==> src/rtl/fetch_prefetch_queue_if.sv <==
// Bundles the ROM request, redirect and decode-side handshakes of the prefetch queue.
// The master modport is the fetch unit; the slave modport is the ROM/decode environment.
interface fetch_prefetch_queue_if #(
  parameter int DATA_W = 32,
  parameter int ADDR_W = 32,
  parameter int DEPTH  = 4
);
  localparam int CNT_W = $clog2(DEPTH) + 1;

  logic              redirect_valid;
  logic [ADDR_W-1:0] redirect_pc;
  logic              mem_req;
  logic [ADDR_W-1:0] mem_addr;
  logic              mem_ack;
  logic [DATA_W-1:0] mem_data;
  logic              out_valid;
  logic [DATA_W-1:0] out_data;
  logic [ADDR_W-1:0] out_pc;
  logic              out_ready;
  logic [CNT_W-1:0]  count;

  modport master (
    input  redirect_valid, redirect_pc, mem_ack, mem_data, out_ready,
    output mem_req, mem_addr, out_valid, out_data, out_pc, count
  );

  modport slave (
    output redirect_valid, redirect_pc, mem_ack, mem_data, out_ready,
    input  mem_req, mem_addr, out_valid, out_data, out_pc, count
  );
endinterface

==> src/rtl/fetch_prefetch_queue.sv <==
// Clocked fetch stage: sequential PC generation, single-outstanding ROM reads,
// and a DEPTH-entry FIFO of {word, pc} feeding decode, with redirect/flush support.
module fetch_prefetch_queue #(
  parameter int                 DATA_W   = 32,
  parameter int                 ADDR_W   = 32,
  parameter int                 DEPTH    = 4,
  parameter int                 PC_STEP  = 1,
  parameter logic [ADDR_W-1:0]  RESET_PC = '0
) (
  input  logic                   clk,
  input  logic                   reset,
  fetch_prefetch_queue_if.master bus
);
  localparam int PTR_W = $clog2(DEPTH);
  localparam int CNT_W = $clog2(DEPTH) + 1;

  typedef enum logic {
    ST_FETCH,
    ST_DRAIN
  } state_t;

  state_t            r_state;
  state_t            w_next_state;
  logic [ADDR_W-1:0] r_fetch_pc;
  logic [ADDR_W-1:0] w_next_pc;
  logic              r_mem_req;
  logic              w_next_req;
  logic [ADDR_W-1:0] r_mem_addr;
  logic [ADDR_W-1:0] w_next_addr;
  logic              w_ack;
  logic              w_push;
  logic              w_pop;
  logic              w_flush;

  logic [DATA_W-1:0] r_data [DEPTH];
  logic [ADDR_W-1:0] r_pcq  [DEPTH];
  logic [PTR_W-1:0]  r_wptr;
  logic [PTR_W-1:0]  r_rptr;
  logic [CNT_W-1:0]  r_count;

  assign bus.mem_req   = r_mem_req;
  assign bus.mem_addr  = r_mem_addr;
  assign bus.out_valid = (r_count != '0);
  assign bus.out_data  = r_data[r_rptr];
  assign bus.out_pc    = r_pcq[r_rptr];
  assign bus.count     = r_count;

  always_ff @(posedge clk or posedge reset) begin
    if (reset) begin
      r_state    <= ST_FETCH;
      r_fetch_pc <= RESET_PC;
      r_mem_req  <= 1'b0;
      r_mem_addr <= RESET_PC;
    end else begin
      r_state    <= w_next_state;
      r_fetch_pc <= w_next_pc;
      r_mem_req  <= w_next_req;
      r_mem_addr <= w_next_addr;
    end
  end

  // An ack only counts while a request is outstanding; a redirect suppresses both
  // the push of a same-cycle response and any pop, and never launches a request.
  always_comb begin
    w_next_state = r_state;
    w_next_pc    = r_fetch_pc;
    w_next_req   = r_mem_req;
    w_next_addr  = r_mem_addr;
    w_push       = 1'b0;
    w_flush      = bus.redirect_valid;
    w_ack        = bus.mem_ack && r_mem_req;
    w_pop        = bus.out_ready && (r_count != '0) && !bus.redirect_valid;
    case (r_state)
      ST_FETCH: begin
        if (bus.redirect_valid) begin
          w_next_pc = bus.redirect_pc;
          if (r_mem_req && !bus.mem_ack) begin
            w_next_state = ST_DRAIN;
          end else begin
            w_next_req = 1'b0;
          end
        end else if (w_ack) begin
          w_push     = 1'b1;
          w_next_pc  = r_fetch_pc + ADDR_W'(PC_STEP);
          w_next_req = 1'b0;
        end else if (!r_mem_req && (r_count < CNT_W'(DEPTH))) begin
          w_next_req  = 1'b1;
          w_next_addr = r_fetch_pc;
        end
      end
      ST_DRAIN: begin
        if (bus.redirect_valid) begin
          w_next_pc = bus.redirect_pc;
        end
        if (w_ack) begin
          w_next_state = ST_FETCH;
          w_next_req   = 1'b0;
        end
      end
      default: begin
        w_next_state = ST_FETCH;
        w_next_req   = 1'b0;
      end
    endcase
  end

  always_ff @(posedge clk or posedge reset) begin
    if (reset) begin
      r_wptr  <= '0;
      r_rptr  <= '0;
      r_count <= '0;
      for (int i = 0; i < DEPTH; i++) begin
        r_data[i] <= '0;
        r_pcq[i]  <= '0;
      end
    end else if (w_flush) begin
      r_wptr  <= '0;
      r_rptr  <= '0;
      r_count <= '0;
    end else begin
      if (w_push) begin
        r_data[r_wptr] <= bus.mem_data;
        r_pcq[r_wptr]  <= r_mem_addr;
        r_wptr         <= r_wptr + PTR_W'(1);
      end
      if (w_pop) begin
        r_rptr <= r_rptr + PTR_W'(1);
      end
      if (w_push && !w_pop) begin
        r_count <= r_count + CNT_W'(1);
      end else if (w_pop && !w_push) begin
        r_count <= r_count - CNT_W'(1);
      end
    end
  end
endmodule

==> src/flat_wrapper.sv <==
// flat-port wrapper written by rule: the top's interface ports become plain ports
module fetch_prefetch_queue_flat 
#(
  parameter int                 DATA_W   = 32,
  parameter int                 ADDR_W   = 32,
  parameter int                 DEPTH    = 4,
  parameter int                 PC_STEP  = 1,
  parameter logic [ADDR_W-1:0]  RESET_PC = '0
)
  (clk, reset, bus_redirect_valid, bus_redirect_pc, bus_mem_ack, bus_mem_data, bus_out_ready, bus_mem_req, bus_mem_addr, bus_out_valid, bus_out_data, bus_out_pc, bus_count);
  fetch_prefetch_queue_if #(.DATA_W(DATA_W), .ADDR_W(ADDR_W), .DEPTH(DEPTH)) bus_i ();
  input  logic clk;
  input  logic reset;
  input wire logic [$bits(bus_i.redirect_valid)-1:0] bus_redirect_valid;
  input wire logic [$bits(bus_i.redirect_pc)-1:0] bus_redirect_pc;
  input wire logic [$bits(bus_i.mem_ack)-1:0] bus_mem_ack;
  input wire logic [$bits(bus_i.mem_data)-1:0] bus_mem_data;
  input wire logic [$bits(bus_i.out_ready)-1:0] bus_out_ready;
  output wire logic [$bits(bus_i.mem_req)-1:0] bus_mem_req;
  output wire logic [$bits(bus_i.mem_addr)-1:0] bus_mem_addr;
  output wire logic [$bits(bus_i.out_valid)-1:0] bus_out_valid;
  output wire logic [$bits(bus_i.out_data)-1:0] bus_out_data;
  output wire logic [$bits(bus_i.out_pc)-1:0] bus_out_pc;
  output wire logic [$bits(bus_i.count)-1:0] bus_count;
  assign bus_i.redirect_valid = bus_redirect_valid;
  assign bus_i.redirect_pc = bus_redirect_pc;
  assign bus_i.mem_ack = bus_mem_ack;
  assign bus_i.mem_data = bus_mem_data;
  assign bus_i.out_ready = bus_out_ready;
  assign bus_mem_req = bus_i.mem_req;
  assign bus_mem_addr = bus_i.mem_addr;
  assign bus_out_valid = bus_i.out_valid;
  assign bus_out_data = bus_i.out_data;
  assign bus_out_pc = bus_i.out_pc;
  assign bus_count = bus_i.count;
  fetch_prefetch_queue #(.DATA_W(DATA_W), .ADDR_W(ADDR_W), .DEPTH(DEPTH), .PC_STEP(PC_STEP), .RESET_PC(RESET_PC)) u_core (.clk(clk), .reset(reset), .bus(bus_i));
endmodule
==> config.mk <==
export PLATFORM = sky130hd
export DESIGN_NAME = fetch_prefetch_queue_flat
export DESIGN_NICKNAME = d
export VERILOG_FILES = /design/src/rtl/fetch_prefetch_queue_if.sv /design/src/rtl/fetch_prefetch_queue.sv /design/src/flat_wrapper.sv
export SDC_FILE = /design/constraint.sdc
export NUM_CORES = 1
export LEC_CHECK = 0
export ABC_CLOCK_PERIOD_IN_PS = 10100
export BUFFER_PORTS_ARGS = -buffer_cell sky130_fd_sc_hd__buf_4
export CORE_UTILIZATION = 53
export DETAILED_ROUTE_END_ITERATION = 12
export PLACE_DENSITY = 0.83
export SETUP_SLACK_MARGIN = 0.5
export SYNTH_ARGS = -nofsm -noshare
export SYNTH_HDL_FRONTEND = slang
export SYNTH_SLANG_ARGS = --single-unit
==> constraint.sdc <==
create_clock -name clk -period 10.1 [get_ports clk]
set_input_delay 1.515 -clock clk [delete_from_list [all_inputs] [get_ports clk]]
set_output_delay 1.515 -clock clk [all_outputs]
set_load 0.01 [all_outputs]
==> impl_metrics.json, run 1 <==
{
  "run_status": "finished clean",
  "n_fill_cell": 1942,
  "seq_area_um2": 8240,
  "synth_area_um2": 14640,
  "drtIter0Drc": 523,
  "fp.dieArea_um2": 28290,
  "placementRows": 60,
  "synthTopCellsByCount": "dfrtp_1, mux2_2, mux4_2, nand2_1, nor2_1",
  "fin_skew_ns": 0.01902,
  "die_h_um": 168.2,
  "postCtsHoldBufs": 0,
  "min-delay-start": "u_core.r_data[32]$_DFFE_PP0P_",
  "layoutNonFillerInstCount": 1500,
  "hp-class": "reg2reg",
  "path_class": "reg2out",
  "grt_usage_pct": 22.84,
  "fin_crit_ns": 4.413,
  "critical_path_arrival_ns": 2.90,
  "synth.most_common_cell": "dfrtp_1",
  "power_density_nw_per_um2": 316.9,
  "fin_area_um2": 17270,
  "numPortBuffers": 169,
  "tns_ns": 0,
  "nNetsFinal": 1209,
  "worstPathMaxFanout": 39,
  "synth-seq-area-share_pct": 56.23,
  "worstReg2RegStart": "u_core.r_state$_DFF_PP0_",
  "grt_pass1_wl_um": 50940,
  "clk_pin_slew_ns": 0.06,
  "dpl.hpwl_um": 19010,
  "fmax_mhz": 226.6,
  "fin_crit_sh_pct": 43.70,
  "p_total_uw": 5471,
  "drive_above_1_share_pct": 51.81,
  "dp.cells": 1438,
  "synth_cell_type_count": 57,
  "netlist_instances": 978,
  "drv_cap": 0,
  "reg2regPathDepth": 5,
  "slew_violations": 0,
  "finalSetupViolations": 0,
  "startpoint_type": "register",
  "place_ws_ns": 5.739,
  "cts-root-buf": "clkbuf_16",
  "core_area_um2": 27030,
  "async_reset_ff_share_pct": 100.0,
  "cts_buffer_depth": 3,
  "antenna_found_initial": 1,
  "syn_to_final_growth_pct": 17.94,
  "drt_first_pass_iters": 5,
  "synth.top_cell.area_share_pct": 56.23,
  "grt_max_degree": 190,
  "whs_path_depth": 1,
  "hold_viol": 0,
  "synth_top_area_cell": "dfrtp_1",
  "avgSynthCellArea_um2": 14.97,
  "cp.required_ns": 8.59,
  "p_leak_uw": 0.007758,
  "cts_tree": "done",
  "vias": 8907,
  "peakVddDrop_mv": 0.1798,
  "wl_per_cell_um": 20.82,
  "die_x_um": 168.2,
  "drtAntennaViolNets": 0,
  "worstSkewPairLatency_ns": 0.50,
  "worstMarginPinSlew_ns": 1.182,
  "cts_setup_buffers": 0,
  "synthTopCellsByArea": "dfrtp_1, mux2_2, mux4_2",
  "cts.sinks": 329,
  "drcViolationCount": 0,
  "synth_edf_count": 0,
  "gp_congestion": 0.8665,
  "vias_per_cell": 5.938,
  "htree_levels": 2,
  "ys_seq_elements": 329,
  "initial_utilization_pct": 54.17,
  "dpl_cell_area_um2": 16160,
  "grt_setup_unrepaired": "false",
  "holdPathEnd": "u_core.r_data[32]$_DFFE_PP0P_",
  "cts_resized": 0,
  "ys.warnings.count": 0,
  "synth_fp_nets": 1053,
  "rrSetupSlack_ns": 6.90,
  "totalWireLength_um": 31220,
  "cts_buffers": 35,
  "slew_headroom_pct": 21.11,
  "r2r_end": "u_core.r_data[87]$_DFFE_PP0P_",
  "ys.flop_type": "dfrtp_1",
  "grt_pass1_vias": 9407,
  "ioPinCount": 170,
  "grt_overflow": 0,
  "setup_ws_ns": 5.687,
  "crit_path_end_kind": "primary output",
  "multi_input_area_um2": 6127
}
-- metal layers --
metal	track usage [%]	vias to the layer above	part of all wire [%]
li1	-	3973	-
met2	36.97	278	49
met4	6.917	0	2.2
met5	0	-	0
met1	30.81	4600	43
met3	5.430	56	6.5
-- flip-flops by register name, summed over array words and instances, names as in the netlist --
name                 count
u_core.r_rptr            2
u_core.r_data          128
u_core.bus.mem_addr     32
u_core.r_state           1
u_core.r_fetch_pc       32
u_core.bus.mem_req       1
u_core.bus.count         3
u_core.r_pcq           128
u_core.r_wptr            2
-- stage by stage --
stage / hold slack, ns / utilization [%]
2_1_floorplan: 0.4738 / -
3_3_place_gp: 0.4812 / 59.80
3_5_place_dp: 0.4877 / 59.80
4_1_cts: 0.5007 / 63.88
5_1_grt: 0.5122 / 63.89
6_report: 0.4984 / 63.89
-- critical path: stages (launching register included) --
cell     delay (ns)
dfrtp_4        0.81
buf_4          0.75
mux4_2         0.64
buf_4          0.17
-- worst max-delay path by stage --
stage                                            start                         endpoint  slack, ns  cells after the start
after global placement              bus_redirect_valid  u_core.bus.count[2]$_DFFE_PP0P_       5.81                      7
after global routing      u_core.r_rptr[0]$_DFFE_PP0P_                   bus_out_pc[29]       5.47                      3
final                     u_core.r_rptr[0]$_DFFE_PP0P_                   bus_out_pc[29]       5.69                      3
after detailed placement            bus_redirect_valid  u_core.bus.count[1]$_DFFE_PP0P_       5.74                      6
after floorplan                                  reset  u_core.bus.count[0]$_DFFE_PP0P_       4.19                      1
after CTS                 u_core.r_rptr[0]$_DFFE_PP0P_                   bus_out_pc[29]       5.58                      3
-- final cells by class --
class | count | area share [%]
Sequential cell | 329 | 47.72
Clock inverter | 7 | 0.3623
Clock buffer | 54 | 6.022
Antenna cell | 1 | 0.01449
Inverter | 12 | 0.2826
Timing Repair Buffer | 174 | 7.638
Multi-Input combinational cell | 582 | 35.49
Tap cell | 341 | 2.471
-- cells in the final DEF (no fill, tap or decap), types with 2 or more instances in the layout --
master      count
a31oi_1         4
clkbuf_1       12
o32ai_1         2
a221oi_1        5
nand4_2         2
nor2_1         32
xnor2_1         7
nand2_1        36
xor2_1          3
and4_1          3
a211oi_1        5
a2bb2oi_1       2
o22a_1          2
o21ai_0        18
mux2_2        288
o21a_1          2
clkinv_2        5
nand2_4         4
nand3_1         9
clkinvlp_4      2
nor3_1          8
o22ai_1         5
buf_4         173
or2_2           3
nor4_1          7
or3_1           5
clkbuf_16      37
mux4_2         64
nand4_1         6
dfrtp_1       327
ha_1            5
and2_1          3
nor3_4          2
and3_1          2
inv_1          10
a21oi_1        23
clkbuf_8        5
dfrtp_4         2
a311oi_1        6
-- power by group --
| part | internal [µW] | switching [µW] | leakage [µW] |
|---|---|---|---|
| Clock | 733 | 497 | 0.000540 |
| Combinational | 1180 | 733 | 0.00312 |
| Sequential | 1890 | 446 | 0.00410 |
-- cells by family after synthesis --
family / after synthesis / share of synthesized area (%)
buffers and inverters: 67 / 2.111
flip-flops: 329 / 56.23
adder cells (fa/ha/maj): 6 / 0.5641
XOR/XNOR: 10 / 0.5983
multiplexers: 352 / 32.00
AO/OA/AOI/OAI: 79 / 3.504
AND/OR/NAND/NOR: 135 / 4.991
No activity file was read; power rests on OpenSTA's default activity.
==> run 2: changes to the inputs <==
--- a/config.mk
+++ b/config.mk
@@ -5,7 +5,8 @@
 export SDC_FILE = /design/constraint.sdc
 export NUM_CORES = 1
 export LEC_CHECK = 0
-export ABC_CLOCK_PERIOD_IN_PS = 10100
+export ABC_AREA = 1
+export ABC_CLOCK_PERIOD_IN_PS = 3800
 export BUFFER_PORTS_ARGS = -buffer_cell sky130_fd_sc_hd__buf_4
 export CORE_UTILIZATION = 53
 export DETAILED_ROUTE_END_ITERATION = 12
==> constraint.sdc (replaced) <==
create_clock -name clk -period 3.8 [get_ports clk]
set_input_delay 0.57 -clock clk [delete_from_list [all_inputs] [get_ports clk]]
set_output_delay 0.57 -clock clk [all_outputs]
set_load 0.01 [all_outputs]
==> impl_metrics.json, run 2 <==
{
  "slew_headroom_pct": 22.27,
  "worstPathMaxFanout": 61,
  "cts_setup_buffers": 0,
  "max_stage_delay_ns": 0.73,
  "startpoint_type": "register",
  "reg2regPathDepth": 7,
  "grt_pass1_wl_um": 64430,
  "postCtsHoldBufs": 0,
  "cp.required_ns": 3.23,
  "synth.most_common_cell": "nand2_1",
  "cts.sinks": 329,
  "syn_to_final_growth_pct": 16.78,
  "final_cell_mix": "nand2_1, o21ai_0, dfrtp_1",
  "synthTopCellsByArea": "dfrtp_1, o21ai_0, nand2_1",
  "r2r_end": "u_core.r_data[10]$_DFFE_PP0P_",
  "peakVddDrop_mv": 0.3872,
  "gp_congestion": 0.9493,
  "placementRows": 61,
  "ioPinCount": 170,
  "fin_crit_sh_pct": 82.31,
  "power_density_nw_per_um2": 738.5,
  "worstMarginPinSlew_ns": 1.166,
  "critical_path_arrival_ns": 2.56,
  "layoutNonFillerInstCount": 2362,
  "rrSetupSlack_ns": 1.41,
  "synthTopCellsByCount": "nand2_1, o21ai_0, dfrtp_1, nor2_1, inv_1",
  "n_fill_cell": 2372,
  "dp.cells": 2304,
  "htree_levels": 2,
  "grt_usage_pct": 27.85,
  "hp-class": "in2async",
  "cpMaxStageDelayCell": "dfrtp_4",
  "avgSynthCellArea_um2": 8.161,
  "antenna-diode-count": 0,
  "antenna_found_initial": 0,
  "fp.dieArea_um2": 29170,
  "cts_tree": "done",
  "clk_pin_slew_ns": 0.06,
  "synth-seq-area-share_pct": 54.53,
  "drt_first_pass_iters": 6,
  "synth.top_cell.area_share_pct": 54.53,
  "wl_per_cell_um": 16.76,
  "drtIter0Drc": 1282,
  "netlist_instances": 1850,
  "ys.flop_type": "dfrtp_1",
  "nNetsFinal": 2039,
  "grt_pass1_vias": 12859,
  "fin_area_um2": 17630,
  "slew_violations": 0,
  "largestRegisters": "u_core.r_data: 128 flops, u_core.r_pcq: 128 flops",
  "synth_top_area_cell": "dfrtp_1",
  "ys_seq_elements": 329,
  "async_reset_ff_share_pct": 100.0,
  "dpl_cell_area_um2": 16450,
  "fmax_mhz": 319.7,
  "cts_buffers": 36,
  "grt_overflow": 0,
  "path_class": "reg2out",
  "synth_edf_count": 0,
  "numPortBuffers": 169,
  "crit_path_end_kind": "primary output",
  "layout_commonest_cell": "nand2_1",
  "die_x_um": 170.8,
  "grt_setup_unrepaired": "false",
  "fin_crit_ns": 3.128,
  "drtAntennaViolNets": 0,
  "finalSetupViolations": 0,
  "totalWireLength_um": 39590,
  "drcViolationCount": 0,
  "vias": 13310,
  "hold_viol": 0,
  "cts_buffer_depth": 3,
  "synth_fp_nets": 1925,
  "worstReg2RegStart": "u_core.r_state$_DFF_PP0_",
  "drv_cap": 0,
  "ys.warnings.count": 0,
  "path_cells": "inv_6 -> buf_4 -> o21ai_0 -> o22ai_1 -> buf_4",
  "synth_cell_type_count": 27,
  "cts-root-buf": "clkbuf_16",
  "cpMostUsedCell": "buf_4",
  "fin_skew_ns": 0.01579,
  "worstSkewPairLatency_ns": 0.51,
  "synth_area_um2": 15100,
  "drive_above_1_share_pct": 13.21,
  "initial_utilization_pct": 54.05,
  "grt_max_degree": 104,
  "p_leak_uw": 0.008579,
  "core_area_um2": 27930,
  "run_status": "finished clean",
  "vias_per_cell": 5.635,
  "die_h_um": 170.8,
  "dpl.hpwl_um": 25010
}
==> run 2: cell count changes after synthesis, sizes merged, moves of 34 or more <==
cell,previous run,this run
o21ai,18,446
nand2,40,466
mux2,288,0
nor2,34,231
inv,11,121
o22ai,5,71
mux4,64,0
buf,39,73
==> run 2: kinds of logic after synthesis <==
logic type	count (synthesis)	synth area share, %
simple gates	745	19.18
compound gates	527	18.11
flops	329	54.53
buf+inv	239	7.409
fa+ha+maj	6	0.5470
xor+xnor	4	0.2320
==> run 2: worst max-delay path by stage <==
stage	start	to	slack (ns)
CTS	u_core.r_rptr[0]$_DFFE_PP0P_	bus_out_data[11]	0.51
detailed placement	u_core.r_rptr[0]$_DFFE_PP0P_	bus_out_data[11]	1.06
finish	u_core.r_rptr[0]$_DFFE_PP0P_	bus_out_pc[19]	0.67
floorplan	reset	u_core.bus.count[0]$_DFFE_PP0P_	-1.16
global placement	u_core.r_rptr[0]$_DFFE_PP0P_	bus_out_pc[19]	1.16
global route	u_core.r_rptr[0]$_DFFE_PP0P_	bus_out_pc[19]	0.55
==> run 2: timing repair <==
item / in CTS / in global routing
hold endpoints to repair: 0 / 0
gates resized for setup: 0 / 2
endpoints found under the setup margin: 0 / 19
==> run 2: power by group <==
group / leakage [µW] / switching (µW) / internal, µW
Combinational: 0.00365 / 2540 / 1760
Clock: 0.000579 / 1330 / 2150
Sequential: 0.00435 / 792 / 4440
Total: 0.00858 / 4670 / 8350
==> run 2: cell type report <==
class / count / area (µm²) / share of cell area, %
Multi-Input combinational cell: 1282 / 5784 / 32.81
Inverter: 121 / 462.9 / 2.626
Timing Repair Buffer: 194 / 1498 / 8.494
Sequential cell: 329 / 8238 / 46.72
Tap cell: 378 / 473.0 / 2.682
Clock buffer: 53 / 1076 / 6.103
Clock inverter: 5 / 100.1 / 0.5677
==> run 2: metrics by stage <==
stage | setup slack, ns | utilization (%) | total power, µW | hold WS, ns | TNS, ns
2_1_floorplan | -1.163 | - | 7626 | 0.4478 | -382.52
3_3_place_gp | 1.158 | 58.89 | 9380 | 0.4606 | 0
3_5_place_dp | 1.058 | 58.89 | 9535 | 0.4671 | 0
4_1_cts | 0.5135 | 63.10 | 13060 | 0.2356 | 0
5_1_grt | 0.5459 | 63.12 | 13850 | 0.2436 | 0
6_report | 0.6721 | 63.12 | 13020 | 0.2486 | 0
==> run 2: worst max-delay path, delay by kind of cell, from the launching register on <==
family                 cells  cell delay, ns
flip-flops                 1            0.73
buffers and inverters      3            0.92
AO/OA/AOI/OAI              2            0.37
==> run 2: routing by layer <==
layer / vias up / GRT usage (%) / part of all wire [%]
li1: 6286 / - / -
met1: 6350 / 38.66 / 43
met2: 592 / 44.29 / 46
met3: 82 / 4.650 / 7.8
met4: 0 / 9.792 / 3.0
met5: - / 0 / 0
